===== config.mk =====
export PLATFORM = sky130hd
export DESIGN_NAME = count_event_monitor_flat
export DESIGN_NICKNAME = d
export VERILOG_FILES = /design/src/rtl/count_event_monitor_if.sv /design/src/rtl/count_event_monitor.sv /design/src/flat_wrapper.sv
export SDC_FILE = /design/constraint.sdc
export NUM_CORES = 1
export LEC_CHECK = 0
export ABC_AREA = 1
export CORE_UTILIZATION = 40
export CTS_BUF_LIST = sky130_fd_sc_hd__clkbuf_4
export DETAILED_ROUTE_END_ITERATION = 8
export GPL_TIMING_DRIVEN = 0
export SLEW_MARGIN = 10
export SYNTH_ARGS = -nofsm -noshare
export SYNTH_HDL_FRONTEND = slang
export SYNTH_SLANG_ARGS = --single-unit

===== constraint.sdc =====
create_clock -name clock -period 7.74 [get_ports clock]
set_clock_uncertainty 0.05 [all_clocks]
set_input_delay 2.322 -clock clock [delete_from_list [all_inputs] [get_ports clock]]
set_output_delay 2.322 -clock clock [all_outputs]
set_load 0.02 [all_outputs]

===== src/rtl/count_event_monitor_if.sv =====
// Bus between the counter/control side and the event monitor.
// The monitor is the slave: it takes samples and control, and presents queued
// events on a valid/ready port.
//
// Event handshake: eventValid is high whenever the FIFO holds an event, and
// eventData shows the head. eventValid does not depend on eventReady. A pop
// happens only at a rising clock edge where eventValid && eventReady are both
// high. eventReady while eventValid is low has no effect.
interface count_event_monitor_if #(
    parameter int WIDTH      = 8,
    parameter int FIFO_DEPTH = 4
);
    localparam int LW = $clog2(FIFO_DEPTH + 1);

    logic [WIDTH-1:0] countIn;
    logic             countValid;
    logic [WIDTH-1:0] cmpValue;
    logic             cmpLoad;
    logic             monitorEnable;
    logic             overflowClear;
    logic [WIDTH+1:0] eventData;
    logic             eventValid;
    logic             eventReady;
    logic             overflowFlag;
    logic [LW-1:0]    fifoLevel;

    modport master (
        output countIn, countValid, cmpValue, cmpLoad, monitorEnable,
               overflowClear, eventReady,
        input  eventData, eventValid, overflowFlag, fifoLevel
    );

    modport slave (
        input  countIn, countValid, cmpValue, cmpLoad, monitorEnable,
               overflowClear, eventReady,
        output eventData, eventValid, overflowFlag, fifoLevel
    );
endinterface


===== src/rtl/count_event_monitor.sv =====
// Watches an up/down counter value, tags wrap-up, wrap-down and compare hits,
// and queues one tagged word {code, count} per classified sample in a small
// FIFO drained through a valid/ready port. Drops on a full FIFO set a sticky
// overflow flag.
module count_event_monitor #(
    parameter int WIDTH      = 8,
    parameter int FIFO_DEPTH = 4
) (
    input logic                    clock,
    input logic                    clearN,
    count_event_monitor_if.slave   bus
);
    localparam int PW = $clog2(FIFO_DEPTH);
    localparam int LW = $clog2(FIFO_DEPTH + 1);
    localparam logic [WIDTH-1:0] MAX = {WIDTH{1'b1}};
    localparam logic [1:0] CODE_NONE    = 2'b00;
    localparam logic [1:0] CODE_MATCH   = 2'b01;
    localparam logic [1:0] CODE_WRAP_UP = 2'b10;
    localparam logic [1:0] CODE_WRAP_DN = 2'b11;

    logic [WIDTH-1:0] cmp_reg;
    logic [WIDTH-1:0] prev_count;
    logic             prev_valid;
    logic [WIDTH+1:0] mem [FIFO_DEPTH];
    logic [PW-1:0]    rd_ptr;
    logic [PW-1:0]    wr_ptr;
    logic [LW-1:0]    level;
    logic             overflow;

    logic [1:0]       code;
    logic             sample_ok;
    logic             push;
    logic             pop;
    logic             full;
    logic             do_push;
    logic             drop;

    // Classify the current sample against the previous one and the old compare value.
    always_comb begin
        code      = CODE_NONE;
        sample_ok = bus.countValid & bus.monitorEnable & prev_valid;
        if (sample_ok) begin
            if (prev_count == MAX && bus.countIn == '0)
                code = CODE_WRAP_UP;
            else if (prev_count == '0 && bus.countIn == MAX)
                code = CODE_WRAP_DN;
            else if (bus.countIn == cmp_reg && bus.countIn != prev_count)
                code = CODE_MATCH;
        end
        push    = (code != CODE_NONE);
        pop     = (level != '0) && bus.eventReady;
        full    = (level == LW'(FIFO_DEPTH));
        // A full FIFO still accepts a push when the head leaves in the same edge.
        do_push = push && (!full || pop);
        drop    = push && full && !pop;
    end

    // Compare register and baseline tracking.
    always_ff @(posedge clock) begin
        if (!clearN) begin
            cmp_reg    <= '0;
            prev_count <= '0;
            prev_valid <= 1'b0;
        end else begin
            if (bus.cmpLoad)
                cmp_reg <= bus.cmpValue;
            if (!bus.monitorEnable) begin
                prev_valid <= 1'b0;
            end else if (bus.countValid) begin
                prev_count <= bus.countIn;
                prev_valid <= 1'b1;
            end
        end
    end

    // Event FIFO storage, pointers and occupancy.
    always_ff @(posedge clock) begin
        if (!clearN) begin
            for (int i = 0; i < FIFO_DEPTH; i++)
                mem[i] <= '0;
            rd_ptr <= '0;
            wr_ptr <= '0;
            level  <= '0;
        end else begin
            if (do_push) begin
                mem[wr_ptr] <= {code, bus.countIn};
                wr_ptr      <= wr_ptr + PW'(1);
            end
            if (pop)
                rd_ptr <= rd_ptr + PW'(1);
            if (do_push && !pop)
                level <= level + LW'(1);
            else if (pop && !do_push)
                level <= level - LW'(1);
        end
    end

    // Sticky overflow: a drop in the same edge as a clear keeps the flag set.
    always_ff @(posedge clock) begin
        if (!clearN)
            overflow <= 1'b0;
        else if (drop)
            overflow <= 1'b1;
        else if (bus.overflowClear)
            overflow <= 1'b0;
    end

    assign bus.eventValid   = (level != '0);
    assign bus.eventData    = (level != '0) ? mem[rd_ptr] : '0;
    assign bus.overflowFlag = overflow;
    assign bus.fifoLevel    = level;
endmodule


===== src/flat_wrapper.sv =====
// flat-port wrapper written by rule: the top's interface ports become plain ports
module count_event_monitor_flat 
#(
    parameter int WIDTH      = 8,
    parameter int FIFO_DEPTH = 4
)
  (clock, clearN, bus_countIn, bus_countValid, bus_cmpValue, bus_cmpLoad, bus_monitorEnable, bus_overflowClear, bus_eventReady, bus_eventData, bus_eventValid, bus_overflowFlag, bus_fifoLevel);
  count_event_monitor_if #(.WIDTH(WIDTH), .FIFO_DEPTH(FIFO_DEPTH)) bus_i ();
  input logic clock;
  input logic clearN;
  input wire logic [$bits(bus_i.countIn)-1:0] bus_countIn;
  input wire logic [$bits(bus_i.countValid)-1:0] bus_countValid;
  input wire logic [$bits(bus_i.cmpValue)-1:0] bus_cmpValue;
  input wire logic [$bits(bus_i.cmpLoad)-1:0] bus_cmpLoad;
  input wire logic [$bits(bus_i.monitorEnable)-1:0] bus_monitorEnable;
  input wire logic [$bits(bus_i.overflowClear)-1:0] bus_overflowClear;
  input wire logic [$bits(bus_i.eventReady)-1:0] bus_eventReady;
  output wire logic [$bits(bus_i.eventData)-1:0] bus_eventData;
  output wire logic [$bits(bus_i.eventValid)-1:0] bus_eventValid;
  output wire logic [$bits(bus_i.overflowFlag)-1:0] bus_overflowFlag;
  output wire logic [$bits(bus_i.fifoLevel)-1:0] bus_fifoLevel;
  assign bus_i.countIn = bus_countIn;
  assign bus_i.countValid = bus_countValid;
  assign bus_i.cmpValue = bus_cmpValue;
  assign bus_i.cmpLoad = bus_cmpLoad;
  assign bus_i.monitorEnable = bus_monitorEnable;
  assign bus_i.overflowClear = bus_overflowClear;
  assign bus_i.eventReady = bus_eventReady;
  assign bus_eventData = bus_i.eventData;
  assign bus_eventValid = bus_i.eventValid;
  assign bus_overflowFlag = bus_i.overflowFlag;
  assign bus_fifoLevel = bus_i.fifoLevel;
  count_event_monitor #(.WIDTH(WIDTH), .FIFO_DEPTH(FIFO_DEPTH)) u_core (.clock(clock), .clearN(clearN), .bus(bus_i));
endmodule

==> results of run 1 <==
## routing by layer
metal / track usage [%] / vias up / part of all wire, %
li1: - / 1381 / -
met1: 23.5 / 1263 / 48
met2: 29.2 / 44 / 47
met3: 3.10 / 12 / 3.2
met4: 7.94 / 0 / 1.8
met5: 0 / - / 0
## per-stage QoR
step,std cells,utilization [%]
2_1_floorplan,400,-
3_3_place_gp,536,47.4
3_5_place_dp,538,47.6
4_1_cts,554,49.3
5_1_grt,554,49.3
6_report,554,49.3
## cells by family (layout without fill, tap and decap cells)
family          Yosys count  in the layout  synth area share [%]
buf+inv                  71            123                  8.63
xor+xnor                  3              3                 0.827
simple gates            175            175                  21.8
flops                    67             67                  54.8
compound gates           82             82                  12.9
fa+ha+maj                 2              2                  1.02
## how the worst max path moves through the flow
stage	from	to	slack, ps	cells after the start
after global placement	bus_countIn[7]	u_core.mem[2][3]$_SDFFCE_PN0P_	2120	11
after detailed placement	bus_countIn[7]	u_core.bus.fifoLevel[2]$_SDFFE_PN0P_	2500	18
final	bus_countIn[7]	u_core.bus.fifoLevel[2]$_SDFFE_PN0P_	2910	18
after CTS	bus_countIn[7]	u_core.bus.fifoLevel[2]$_SDFFE_PN0P_	2930	18
after floorplan	bus_countIn[6]	u_core.mem[0][0]$_SDFFCE_PN0P_	3330	13
after global routing	bus_countIn[7]	u_core.bus.fifoLevel[2]$_SDFFE_PN0P_	2650	18
## synthesized netlist by cell type (all sizes together) (2+ instances only)
cell type / n
nand3: 4
o21ai: 49
inv: 52
clkbuf: 15
nand2: 63
edfxtp: 40
nor2: 94
nand4: 4
xnor2: 2
nor3: 10
a21oi: 33
buf: 3
dfxtp: 27
## worst max-delay path, cell delays in order
cell and delay, ps:
sky130_fd_sc_hd__clkdlybuf4s50_1 570, sky130_fd_sc_hd__inv_1 110, sky130_fd_sc_hd__nor2_1 160, sky130_fd_sc_hd__nand3_1 90, sky130_fd_sc_hd__nor2_1 130, sky130_fd_sc_hd__nand2_1 80
sky130_fd_sc_hd__o21ai_0 100, sky130_fd_sc_hd__nand2_1 140, sky130_fd_sc_hd__nand2_2 120, sky130_fd_sc_hd__nand2_2 100, sky130_fd_sc_hd__inv_1 80, sky130_fd_sc_hd__ha_1 150
sky130_fd_sc_hd__inv_1 70, sky130_fd_sc_hd__fa_1 380, sky130_fd_sc_hd__a21oi_1 150, sky130_fd_sc_hd__o21ai_0 110, sky130_fd_sc_hd__o21ai_0 180, sky130_fd_sc_hd__a21oi_1 50
## report_power, final
part	internal, uW	total [uW]	switching (uW)
Combinational	135	342	207
Sequential	403	421	18.3
Clock	94.3	218	124
## final cells by class
cell class	instances	area, sq um
plain buffers	18	75.1
flip-flops and latches	67	1740
clock buffers	9	67.6
clock inverters	7	58.8
multi-input cells	262	1160
well taps	102	128
fillers	784	3900
inverters	53	199
repair buffers	36	355
==> results.json, run 1 <==
{
  "run_status": "finished clean",
  "final-max-slew-violation-count": 0,
  "number_of_global_route_vias_before_repair": 2460,
  "mappedNetlistArea_sq_um": 3180,
  "routed_wl_mm": 7.12,
  "hp-class": "reg2reg",
  "yosys_warnings": 0,
  "route.detailed.drc": 0,
  "deepest_clock_path_buffer_count": 2,
  "p_per_area_nw_per_um2": 259,
  "maxCapViolations": 0,
  "floorplan.die_area_sq_um": 8300,
  "global_route_total_usage_across_every_layer_pct": 18.0,
  "worstPathMaxFanout": 6,
  "yosys_most_used_dff": "sky130_fd_sc_hd__edfxtp_1",
  "ys_seq_area_share_pct": 54.8,
  "grt_first_pass_wirelength_mm": 11.4,
  "rr_worst_depth": 15,
  "htree_num_levels": 3,
  "antenna_cells_inserted": 0,
  "start_util_pct": 41.3,
  "post-route-worst-setup-slack_ps": 2910,
  "worst_setup_path_end_kind": "flop",
  "cts_root_buf": "sky130_fd_sc_hd__clkbuf_4",
  "mostFrequentLayoutCells": "sky130_fd_sc_hd__nor2_1 (93), sky130_fd_sc_hd__nand2_1 (61), sky130_fd_sc_hd__inv_1 (52), sky130_fd_sc_hd__o21ai_0 (45), sky130_fd_sc_hd__edfxtp_1 (40)",
  "clk_pin_slew_worst_paths_ps": 110,
  "irDropWorstVdd_mv": 0.148,
  "worstPathArrival_ps": 5080,
  "synth_fp_nets": 425,
  "fraction_of_layout_instances_using_a_drive_strength_above_1_pct": 4.87,
  "synth-edff-count": 40,
  "numClockSinks": 67,
  "preCtsSetupSlack_ps": 2500,
  "timing.reg2reg.setup_slack_ps": 5120,
  "postLayoutCellArea_sq_um": 3790,
  "number_of_synthesized_register_bits": 67,
  "post-cts-setup-buffers": 0,
  "timing.final.crit_share_pct": 62.4,
  "grt_max_degree": 12,
  "postCtsHoldBufs": 0,
  "max_slew.worst_pin.slew_ps": 927,
  "tritoncts.num_buffers": 9,
  "io_buffers": 34,
  "synth.area.top_cells": "sky130_fd_sc_hd__edfxtp_1 (38%), sky130_fd_sc_hd__dfxtp_1 (17%), sky130_fd_sc_hd__nor2_1 (11%), sky130_fd_sc_hd__o21ai_0 (7.7%), sky130_fd_sc_hd__nand2_1 (7.2%)",
  "drtIter0Drc": 126,
  "regToRegEndpoint": "u_core.bus.fifoLevel[2]$_SDFFE_PN0P_",
  "criticalPathCategory": "in2reg",
  "hold_slack_ps": 424,
  "slew_headroom_pct": 37.8,
  "grt_antenna_before_repair": 0,
  "floorplan.die.width_um": 91.1,
  "reg2reg_from": "u_core.prev_count[7]$_SDFFE_PN0P_",
  "fin_total_pwr_uw": 981,
  "required_ps": 7990,
  "dp_hpwl_mm": 5.30,
  "drtAntennaViolNets": 0,
  "gp_congestion": 0.788,
  "place_area_sq_um": 3660,
  "source_to_sink_clock_delay_at_the_later_pin_of_the_worst_skew_pair_ps": 400,
  "grt_setup_unrepaired": "false",
  "vias": 2700,
  "synth.avg_cell_area_sq_um": 7.94,
  "detailedRoute.firstPassIterationCount": 4,
  "num_io_pins": 38,
  "setup-violations-final": 0,
  "synthDistinctLibCells": 22,
  "timing.final.hold_violations": 0,
  "synth_top_area_cell": "sky130_fd_sc_hd__edfxtp_1",
  "layout.nets": 472,
  "cts_tree": "done",
  "clock.fmax_mhz": 207,
  "start_kind": "primary input",
  "core_region_area_sq_um": 7690,
  "worst_hold_path.endpoint": "u_core.prev_count[2]$_SDFFE_PN0P_",
  "via_per_inst": 4.87,
  "syn_to_final_growth_pct": 19.2,
  "post-route-min-period_ps": 4830,
  "std_cell_rows": 32,
  "timing.hold.worst_path_depth": 2,
  "synthCells": 400,
  "global_route.overflow_total": 0,
  "worst_hold_startpoint": "u_core.prev_count[2]$_SDFFE_PN0P_",
  "largest_register_ffs": 40,
  "post_cts_resize_count": 0,
  "cellLeakagePower_uw": 0.00155,
  "final.setup.tns_ps": 0,
  "layout.cells.most_common": "sky130_fd_sc_hd__nor2_1",
  "fp.dieH_um": 91.1,
  "wire_per_inst_um": 12.8,
  "async_flop_share_pct": 0,
  "synth_top_area_share_pct": 37.8
}
Power figures use the tool's default switching activity.
==> run 2: changes to the inputs <==
==> constraint.sdc (replaced) <==
create_clock -name clock -period 4.4 [get_ports clock]
set_clock_uncertainty 0.05 [all_clocks]
set_input_delay 1.32 -clock clock [delete_from_list [all_inputs] [get_ports clock]]
set_output_delay 1.32 -clock clock [all_outputs]
set_load 0.02 [all_outputs]
==> results of run 2 <==
Same layout as run 1 (identical final DEF). Status: finished clean.
Among the figures that moved: setup slack after placement 2500 ps -> 162 ps; setup slack after layout 2910 ps -> 571 ps; register-to-register setup slack 5120 ps -> 1780 ps; total power 981 uW -> 1730 uW; worst IR drop on VDD 0.148 mV -> 0.260 mV
==> run 3: changes to the inputs <==
--- a/config.mk
+++ b/config.mk
@@ -10,6 +10,7 @@
 export CTS_BUF_LIST = sky130_fd_sc_hd__clkbuf_4
 export DETAILED_ROUTE_END_ITERATION = 8
 export GPL_TIMING_DRIVEN = 0
+export RECOVER_POWER = 50
 export SLEW_MARGIN = 10
 export SYNTH_ARGS = -nofsm -noshare
 export SYNTH_HDL_FRONTEND = slang
==> run 3 against run 2 <==
  * Clock power is essentially flat
  * Fmax shrank 3.1%
  * Sequential cell count unchanged
  * Via count is 0.11% lower
  * Final cell count stayed put
  * Sequential power is essentially flat
  * Sequential share of layout area is 0.12 points higher
  * Non-clock buffer count is the same
  * Count of clock-buffer cells in the layout unchanged
  * Wire length hardly changed
==> results.json, run 3 (synthesized netlist as in run 1, its figures left out) <==
{
  "dp_hpwl_mm": 5.30,
  "wire_per_inst_um": 12.9,
  "run_status": "finished clean",
  "io_buffers": 34,
  "placed_cell_count": 538,
  "post-cts-setup-buffers": 0,
  "max_slew.worst_pin.slew_ps": 924,
  "deepest_clock_path_buffer_count": 2,
  "power.share.combinational_pct": 34.5,
  "grt_antenna_before_repair": 0,
  "crit_chain": "dlygate4sd3_1 -> inv_1 -> nor2_1 -> nand3_1 -> nor2_1 -> nand2_1 -> o21ai_0 -> nand2_1 -> nand2_1 -> nand2_2 -> inv_1 -> ha_1 -> inv_1 -> fa_1 -> a21oi_1 -> o21ai_0 -> o21ai_0 -> a21oi_1",
  "reg2reg_from": "u_core.prev_count[7]$_SDFFE_PN0P_",
  "power.clock.fraction_pct": 22.4,
  "source_to_sink_clock_delay_at_the_later_pin_of_the_worst_skew_pair_ps": 400,
  "postCtsHoldBufs": 0,
  "slew_headroom_pct": 38.0,
  "timing.hold.worst_path_depth": 2,
  "cpMaxStageDelayCell": "sky130_fd_sc_hd__dlygate4sd3_1",
  "htree_num_levels": 3,
  "global_route_total_usage_across_every_layer_pct": 18.0,
  "cts_root_buf": "sky130_fd_sc_hd__clkbuf_4",
  "routed_wl_mm": 7.12,
  "layout.cells.most_common": "sky130_fd_sc_hd__nor2_1",
  "p_sw_uw": 615,
  "seqPwrFrac_pct": 43.1,
  "power_switching_share_pct": 35.8,
  "final.setup.tns_ps": 0,
  "routed_length_on_met2_mm": 3.33,
  "fp.dieH_um": 91.1,
  "worstPathMaxFanout": 6,
  "fin_cells": 554,
  "cell_class_contributing_the_biggest_share_of_worst_path_delay": "buffers and inverters",
  "irDropWorstVdd_mv": 0.251,
  "worstPathArrival_ps": 4200,
  "layout.nets": 472,
  "num_io_pins": 38,
  "fillerInstances": 789,
  "timing.reg2reg.setup_slack_ps": 1740,
  "number_of_global_route_vias_before_repair": 2460,
  "floorplan.die.width_um": 91.1,
  "rr_worst_depth": 15,
  "met3_length_um": 210,
  "largest_register_ffs": 40,
  "timing.final.hold_violations": 0,
  "final-max-slew-violation-count": 0,
  "mostFrequentLayoutCells": "sky130_fd_sc_hd__nor2_1 (94), sky130_fd_sc_hd__nand2_1 (62), sky130_fd_sc_hd__inv_1 (52), sky130_fd_sc_hd__o21ai_0 (45), sky130_fd_sc_hd__edfxtp_1 (40)",
  "post-route-min-period_ps": 3950,
  "clk_pin_slew_worst_paths_ps": 110,
  "syn_to_final_growth_pct": 18.9,
  "hp-class": "reg2reg",
  "timing.critical_path.depth": 18,
  "numClockSinks": 67,
  "detailedRoute.firstPassIterationCount": 4,
  "cellLeakagePower_uw": 0.00156,
  "core_region_area_sq_um": 7690,
  "criticalPathCategory": "in2reg",
  "maxCapViolations": 0,
  "fraction_of_layout_instances_using_a_drive_strength_above_1_pct": 3.98,
  "p_per_area_nw_per_um2": 455,
  "clock.fmax_mhz": 253,
  "start_kind": "primary input",
  "tritoncts.num_buffers": 9,
  "worst_setup_path_end_kind": "flop",
  "endpoint_of_the_most_critical_setup_path": "u_core.bus.fifoLevel[2]$_SDFFE_PN0P_",
  "gp_congestion": 0.788,
  "path_buf_inv": 4,
  "slowest_delay_ps": 640,
  "timing.final.crit_share_pct": 89.8,
  "route.detailed.drc": 0,
  "post_cts_resize_count": 0,
  "antenna_cells_inserted": 0,
  "maxUsedRoutingLayer": "met4",
  "grt_first_pass_wirelength_mm": 11.4,
  "via_per_inst": 4.87,
  "worstSetupStartpoint": "bus_countIn[7]",
  "grt_setup_unrepaired": "false",
  "detail_route.wirelength.met1_mm": 3.49,
  "required_ps": 4650,
  "cts_tree": "done",
  "vias": 2697,
  "drtIter0Drc": 127,
  "regToRegEndpoint": "u_core.bus.fifoLevel[2]$_SDFFE_PN0P_",
  "std_cell_rows": 32,
  "floorplan.die_area_sq_um": 8300,
  "cell_internal_pwr_uw": 1100,
  "drtAntennaViolNets": 0,
  "setup-violations-final": 0,
  "grt_max_degree": 12,
  "start_util_pct": 41.3,
  "global_route.overflow_total": 0
}
-- run 3: per-layer routing --
layer	up-vias	GRT usage, %
met2	40	29.2
met5	-	0
met1	1268	23.5
li1	1379	-
met4	0	7.94
met3	10	3.10
-- run 3: final cells by class --
type	count	area (sq um)	share of cell area, %
clock inverters	7	58.8	1.56
repair buffers	36	355	9.41
well taps	102	128	3.38
clock buffers	9	67.6	1.79
plain buffers	18	70.1	1.86
multi-input cells	262	1160	30.6
flip-flops and latches	67	1740	46.1
inverters	53	199	5.27
-- run 3: worst min path at each step --
stage / from / endpoint / slack, ps
finish: u_core.prev_count[2]$_SDFFE_PN0P_ / u_core.prev_count[2]$_SDFFE_PN0P_ / 420
global route: u_core.rd_ptr[1]$_SDFFE_PN0P_ / u_core.rd_ptr[1]$_SDFFE_PN0P_ / 460
CTS: u_core.rd_ptr[1]$_SDFFE_PN0P_ / u_core.rd_ptr[1]$_SDFFE_PN0P_ / 430
detailed placement: u_core.rd_ptr[1]$_SDFFE_PN0P_ / u_core.rd_ptr[1]$_SDFFE_PN0P_ / 410
global placement: u_core.prev_count[5]$_SDFFE_PN0P_ / u_core.prev_count[5]$_SDFFE_PN0P_ / 400
floorplan: u_core.rd_ptr[1]$_SDFFE_PN0P_ / flop / 390
-- run 3: metrics by stage --
stage / area [sq um] / util (%) / power (uW) / worst slack [ps] / hold slack [ps]
floorplan: 3180 / - / 1100 / 992 / 386
global placement: 3640 / 47.4 / 1350 / -216 / 405
detailed placement: 3660 / 47.6 / 1360 / 162 / 411
CTS: 3790 / 49.3 / 1740 / 593 / 428
global route: 3780 / 49.1 / 1810 / 213 / 458
finish: 3780 / 49.1 / 1720 / 450 / 425
-- run 3: worst register-to-register path, cell delays in order (launching register included) --
cell and delay [ps]:
sky130_fd_sc_hd__dfxtp_1 340, sky130_fd_sc_hd__inv_1 50, sky130_fd_sc_hd__nor2_1 130, sky130_fd_sc_hd__nand4_1 170
sky130_fd_sc_hd__o21ai_0 260, sky130_fd_sc_hd__nand2_1 140, sky130_fd_sc_hd__nand2_1 140, sky130_fd_sc_hd__nand2_2 110
sky130_fd_sc_hd__inv_1 80, sky130_fd_sc_hd__ha_1 150, sky130_fd_sc_hd__inv_1 70, sky130_fd_sc_hd__fa_1 380
sky130_fd_sc_hd__a21oi_1 150, sky130_fd_sc_hd__o21ai_0 110, sky130_fd_sc_hd__o21ai_0 180, sky130_fd_sc_hd__a21oi_1 50
-- run 3: power by group through the flow --
stage / clock network, uW / logic, uW / registers [uW]
after floorplan: 0 / 337 / 764
after global placement: 0 / 597 / 755
after detailed placement: 0 / 604 / 755
after CTS: 394 / 607 / 741
after global routing: 420 / 649 / 746
final: 385 / 592 / 740
